[config.mk]
export PLATFORM = sky130hd
export DESIGN_NAME = interrupt_controller
export DESIGN_NICKNAME = d
export VERILOG_FILES = /design/src/rtl/intc_pkg.sv /design/src/rtl/edge_detect.sv /design/src/rtl/interrupt_controller.sv
export SDC_FILE = /design/constraint.sdc
export NUM_CORES = 1
export LEC_CHECK = 0
export ABC_AREA = 1
export BUFFER_PORTS_ARGS = -buffer_cell sky130_fd_sc_hd__buf_2
export CORE_UTILIZATION = 35
export CTS_CLUSTER_DIAMETER = 30
export DETAILED_ROUTE_END_ITERATION = 10
export GPL_ROUTABILITY_DRIVEN = 1
export GPL_TIMING_DRIVEN = 0
export SYNTH_ARGS = -nofsm -noshare
export SYNTH_HDL_FRONTEND = slang
export SYNTH_HIERARCHICAL = 1
export SYNTH_SLANG_ARGS = --single-unit
[constraint.sdc]
create_clock -name clk -period 3.2 [get_ports clk]
set_clock_uncertainty 0.15 [all_clocks]
set_input_delay 0.48 -clock clk [delete_from_list [all_inputs] [get_ports clk]]
set_output_delay 0.48 -clock clk [all_outputs]
set_load 0.01 [all_outputs]
[src/rtl/intc_pkg.sv]
// Shared definitions for the interrupt controller.
//   state_t     : controller FSM encoding (IDLE / REQ / SERV)
//   NUM_IRQ_DEF : default number of request lines
//   TIMEOUT_DEF : default acknowledge timeout in cycles
//   lowest_set  : index of the lowest set bit of an up-to-8-bit vector
package intc_pkg;
  typedef enum logic [1:0] {
    IDLE = 2'd0,
    REQ  = 2'd1,
    SERV = 2'd2
  } state_t;

  localparam int NUM_IRQ_DEF = 4;
  localparam int TIMEOUT_DEF = 255;

  // Scan from the top so the last hit is the lowest index (highest priority).
  function automatic logic [2:0] lowest_set(input logic [7:0] v);
    logic [2:0] idx;
    idx = 3'd0;
    for (int i = 7; i >= 0; i--)
      if (v[i]) idx = 3'(i);
    return idx;
  endfunction
endpackage

[src/rtl/edge_detect.sv]
// Rising-edge detector for one request line.
//   clk, rst : clock, synchronous active-high reset
//   d        : raw synchronous input
//   rise     : 1 when d=1 and the previous sample was 0
// The previous sample resets to 0, so a line held high through reset
// release reports a rising edge on the first cycle after reset.
module edge_detect (
  input  logic clk,
  input  logic rst,
  input  logic d,
  output logic rise
);
  logic prev;

  always_ff @(posedge clk) begin
    if (rst) prev <= 1'b0;
    else     prev <= d;
  end

  assign rise = d & ~prev;
endmodule

[src/rtl/interrupt_controller.sv]
// Priority interrupt controller with a request / acknowledge / end-of-
// interrupt handshake toward a processor.
//   clk, rst    : clock, synchronous active-high reset
//   irq         : raw request lines, index 0 highest priority
//   maskWe      : mask write strobe, maskIn = new mask (1 enables a source)
//   intAck      : acknowledge pulse, eoi = end-of-interrupt pulse
//   INT         : registered interrupt request (high only in REQ)
//   vector      : index of the source being requested or serviced
//   pending     : latched request edges, independent of the mask
//   timeoutFlag : sticky acknowledge-timeout indicator
// Optional feature: define INTC_TIMEOUT_EN to abandon a REQ that is not
// acknowledged within TIMEOUT cycles; otherwise REQ waits indefinitely.
module interrupt_controller
  import intc_pkg::*;
#(
  parameter int NUM_IRQ = NUM_IRQ_DEF,
  parameter int TIMEOUT = TIMEOUT_DEF
) (
  input  logic                       clk,
  input  logic                       rst,
  input  logic [NUM_IRQ-1:0]         irq,
  input  logic                       maskWe,
  input  logic [NUM_IRQ-1:0]         maskIn,
  input  logic                       intAck,
  input  logic                       eoi,
  output logic                       INT,
  output logic [$clog2(NUM_IRQ)-1:0] vector,
  output logic [NUM_IRQ-1:0]         pending,
  output logic                       timeoutFlag
);
  localparam int VW = $clog2(NUM_IRQ);

  if (NUM_IRQ < 2 || NUM_IRQ > 8 || TIMEOUT < 1) begin : g_param_chk
    $error("interrupt_controller: NUM_IRQ must be 2..8 and TIMEOUT >= 1");
  end

  state_t             state;
  logic [NUM_IRQ-1:0] mask;
  logic [NUM_IRQ-1:0] rise;
  logic [NUM_IRQ-1:0] active;
  logic [NUM_IRQ-1:0] ack_clr;
  logic [2:0]         sel;

  for (genvar i = 0; i < NUM_IRQ; i++) begin : g_edge
    edge_detect u_edge (
      .clk  (clk),
      .rst  (rst),
      .d    (irq[i]),
      .rise (rise[i])
    );
  end

  assign active  = pending & mask;
  assign sel     = lowest_set(8'(active));
  assign ack_clr = (state == REQ && intAck) ? (NUM_IRQ'(1) << vector) : '0;

  // A new edge on the acknowledged source wins over the clear.
  always_ff @(posedge clk) begin
    if (rst) pending <= '0;
    else     pending <= (pending & ~ack_clr) | rise;
  end

  always_ff @(posedge clk) begin
    if (rst)         mask <= '1;
    else if (maskWe) mask <= maskIn;
  end

`ifdef INTC_TIMEOUT_EN
  localparam int CW = $clog2(TIMEOUT + 1);
  logic [CW-1:0] cnt;
`else
  assign timeoutFlag = 1'b0;
`endif

  always_ff @(posedge clk) begin
    if (rst) begin
      state  <= IDLE;
      INT    <= 1'b0;
      vector <= '0;
`ifdef INTC_TIMEOUT_EN
      cnt         <= '0;
      timeoutFlag <= 1'b0;
`endif
    end else begin
      case (state)
        IDLE: if (|active) begin
          vector <= sel[VW-1:0];
          state  <= REQ;
          INT    <= 1'b1;
`ifdef INTC_TIMEOUT_EN
          cnt    <= '0;
`endif
        end
        // vector stays frozen here; pending[vector] is cleared by ack_clr.
        REQ: if (intAck) begin
          state <= SERV;
          INT   <= 1'b0;
        end
`ifdef INTC_TIMEOUT_EN
        // cnt counts REQ cycles already spent, so INT is high TIMEOUT cycles.
        else if (cnt == CW'(TIMEOUT - 1)) begin
          state       <= IDLE;
          INT         <= 1'b0;
          timeoutFlag <= 1'b1;
        end else begin
          cnt <= cnt + 1'b1;
        end
`endif
        SERV: if (eoi) state <= IDLE;
        default: begin
          state <= IDLE;
          INT   <= 1'b0;
        end
      endcase
    end
  end
endmodule

### Word-level counts from Yosys, hierarchy flattened

Index checks and enable logic that the tools add are counted.

* register bits: 17
* bits of input ports: 13
* output and inout bits: 8
* logic and storage cells: 46

* eq/ne operators: 5
* shift-type cells: 1
* mux-type cells: 12
* bitwise gates (word level): 13
* reduce and logical (&&, ||, !) cells: 6

Operator list (count)
* $mux W2: 7
* $and A4 B4 Y4: 2
* $ne A2 B2 Y1 const B: 3
* $pmux W2 S3: 1
* $reduce_and A3 Y1: 2
* $not A1 Y1: 5
* $and A1 B1 Y1: 4
* $mux W4: 1
* $not A4 Y4: 1
* $or A4 B4 Y4: 1
* $reduce_or A4 Y1: 1
* $shl A1 B2 Y4 const A: 1
* $pmux W1 S3: 1
* $eq A2 B1 Y1 const B: 1
* $eq A2 B2 Y1 const B: 1
* $logic_not A2 Y1: 1
* $mux W1: 2
* $reduce_and A2 Y1: 1
* $logic_and A1 B1 Y1: 1

### Logic depth before layout (Yosys ltp)

* word-level depth: 6
* mapped depth: 7
* depth with buffers taken out: 7

### By module

Netlist, hierarchy kept.

Modules (own cells, without submodules)
* interrupt_controller: instances 1, cells each 76, area an instance 548.0 um^2, sequential area each 260.2 um^2
* edge_detect: instances 4, cells each 4, area an instance 31.3 um^2, sequential area each 20.0 um^2

### Worst setup path after synthesis

Ideal clock, no wire load.

* kind: input -> register
* from: in intAck
* to: reg pending[0]
* setup time: 124 ps
* arrival time: 936 ps
* required time: 2926 ps
* setup slack: 1990 ps
* cell stages on the path: 5
* path buffers: 0
* cell sequence: inv_1 -> nor3_4 -> nand3_1 -> a21oi_1 -> nor2_1

* cells in the longest elaborated chain, start to end: 5

Ends and longest elaborated chain
* from (decl): line interrupt_controller.sv:24 `input logic intAck,`
* $logic_and A1 B1 Y1: line interrupt_controller.sv:55 `assign ack_clr = (state == REQ && intAck) ? (NUM_IRQ'(1) << vector) : '0;`
* $mux W4: line interrupt_controller.sv:55
* $not A4 Y4: line interrupt_controller.sv:60 `else pending <= (pending & ~ack_clr) | rise;`
* $and A4 B4 Y4: line interrupt_controller.sv:60
* $or A4 B4 Y4: line interrupt_controller.sv:60
* to (signal assigned): line interrupt_controller.sv:60
* to (decl): line interrupt_controller.sv:28 `output logic [NUM_IRQ-1:0] pending,`

No other way between the ends.
A chain may end at the register's enable or synchronous reset.

### Worst setup path in the final report

* from: reg vector[1]
* to: out vector[1]

RTL lines
* from (decl): line interrupt_controller.sv:27 `output logic [$clog2(NUM_IRQ)-1:0] vector,`
* from (signal assigned): line interrupt_controller.sv:87 `vector <= sel[VW-1:0];`

No word-level cell between the ends.

==> results.ini <==
[setup_path]
crit_chain = buf_2
r2r_slack_ns = 1.95
r2r_end = pending[0]
start_kind = flip-flop
crit_family = flip-flops
max_stage_delay_ns = 0.42
cp_num_buf_inv = 1
crit_fanout = 5
worstSetupPathType = reg -> out
r2r-start = state[0]
cp.required_ns = 2.57
end_kind = primary output
r2r_cells = 5
critPathArrivalTime_ns = 0.87
crit_path_top_delay_cell = dfxtp_1

[cells_and_area]
fin_nets = 129
syn2layout_area_growth_pct = 22.68
diodes = 0
finalNonFillerCells = 140
stdcell_area_um2 = 825.8
layout_common_cells = nand2_1, buf_2, dfxtp_1, nor2_1, inv_1
drive_above_1_share = 0.2087

[timing]
tns_ns = 0
rsz0062_at_grt = no
hold_viol_final = 0
fmax_ghz = 0.6666
slew_viol_final = 0
setup_viol = 0
period_share = 0.4688
min_period_ns = 1.500

[grt]
grt_pass1_vias = 524
grt_max_degree = 10
grt_pass1_wl_mm = 2.104
antenna_found_initial = 0
grt.total_usage = 0.1440
grt-ovfl-total = 0

[die]
dieArea_um2 = 2103
dieHeight_um = 45.86
fp-row-count = 15
initial_core_util = 0.3816
dieWidth_um = 45.86
boundaryPins = 21
core_um2 = 1764

[placement]
place_hpwl_mm = 1.005
portBuffers = 19
gp_congestion = 0.7324
placedCellCount = 136
placed_area_um2 = 799.5

[route]
wl_mm = 1.292
routed_via_density = 4.571
drt-pass1-iter-count = 4
drcViolationCount = 0
wl_per_cell_um = 9.229
first_iter_violations = 9
ant_nets = 0
vias = 640

[logic_synthesis]
ys_seq_area_frac = 0.5056
synth.distinct_cells = 14
synthCells = 92
synth_nets = 105
syn_avg_cell_area_um2 = 7.317
yosysWarnings = 6
synth_area_um2 = 673.1
ys_ff_latch = 17

[flow_run]
cap_viol_max_count = 0

[power]
p_comb_frac = 0.183
pwr-share-clk = 0.255
power_density_nw_per_um2 = 528.0
pwr-share-seq = 0.562
intPower_mw = 0.3124
p_leak_nw = 0.4203
ir_drop_mv = 0.3491
switching_share = 0.2834
p_sw_mw = 0.1236

[clocking]
clk_pin_slew_ns = 0.09
cts_hold_buffers = 0
numCtsBuffers = 3
cts-resized-gates = 0
insertion_delay_ns = 0.28
postCtsSetupBuffers = 0
h-tree-depth = 1
clock-root-buffer = clkbuf_4
cts_tree = done
cts.sinks = 17
cts_max_path_buffers = 2

[worst_hold_path]
hold_start = maskIn[1]
holdCritPathClass = in -> reg
min_to = mask[1]
hold_depth = 3

[outcome]
status = finished clean

## logic make-up after synthesis
family          share of synthesized area
flops                              0.5056
other cells                      0.005571
compound gates                     0.1004
simple gates                       0.2993
buf+inv                           0.08922
## through the flow
| stage | setup slack (ns) | power, mW | hold WS (ns) | utilization |
|---|---|---|---|---|
| after floorplan | 1.990 | 0.3010 | 0.2787 | - |
| after global placement | 1.632 | 0.3279 | 0.2962 | 0.4532 |
| after detailed placement | 1.622 | 0.3300 | 0.2993 | 0.4532 |
| after CTS | 1.691 | 0.4444 | 0.2415 | 0.4681 |
| after global routing | 1.644 | 0.4649 | 0.2484 | 0.4681 |
| final | 1.700 | 0.4360 | 0.2517 | 0.4681 |
## metal layers
| metal | share of wire | vias up | track usage |
|---|---|---|---|
| li1 | - | 332 | - |
| met3 | 0.057 | 2 | 0.05952 |
| met5 | 0 | - | 0 |
| met4 | 0.0077 | 0 | 0.05294 |
| met1 | 0.48 | 289 | 0.1727 |
| met2 | 0.46 | 17 | 0.2282 |
## final cells by class
| type | count | area, um^2 |
|---|---|---|
| plain buffers | 2 | 11.26 |
| flip-flops and latches | 17 | 340.3 |
| well taps | 25 | 31.28 |
| inverters | 13 | 48.80 |
| repair buffers | 19 | 95.09 |
| clock buffers | 4 | 26.28 |
| fillers | 207 | 938.4 |
| multi-input cells | 60 | 272.8 |
## power groups by stage
stage / registers [mW] / clock network (mW) / logic [mW]
2_1_floorplan: 0.252 / 0 / 0.0490
3_3_place_gp: 0.250 / 0 / 0.0780
3_5_place_dp: 0.250 / 0 / 0.0799
4_1_cts: 0.245 / 0.119 / 0.0805
5_1_grt: 0.248 / 0.126 / 0.0916
6_report: 0.245 / 0.111 / 0.0799
## sequential cells by signal, indices dropped and copies added, names as in the netlist
name / count
g_edge.u_edge/prev: 4
mask: 4
pending: 4
state: 2
vector: 2
INT: 1
## synthesized netlist by cell type, drive strengths merged
| master | number | area, um^2 |
|---|---|---|
| nand2 | 19 | 71.32 |
| dfxtp | 17 | 340.3 |
| nor2 | 17 | 63.81 |
| inv | 13 | 48.80 |
| nand3 | 10 | 50.05 |
| a21oi | 7 | 35.03 |
| o21ai | 2 | 10.01 |
| a211oi | 1 | 7.510 |
| a21boi | 1 | 7.510 |
| buf | 1 | 7.510 |
| clkbuf | 1 | 3.750 |
| conb | 1 | 3.750 |
| nor3 | 1 | 16.27 |
| o21a | 1 | 7.510 |
## worst max path at each step
| stage | startpoint | end | slack, ns | cells after the start |
|---|---|---|---|---|
| after floorplan | intAck | pending[0] | 1.99 | 5 |
| after global placement | rst | vector[0] | 1.63 | 5 |
| final | vector[1] | vector[1] | 1.70 | 1 |
| after global routing | vector[1] | vector[1] | 1.64 | 1 |
| after detailed placement | rst | vector[0] | 1.62 | 5 |
| after CTS | vector[1] | vector[1] | 1.69 | 1 |
(Power assumes the default switching activity.)
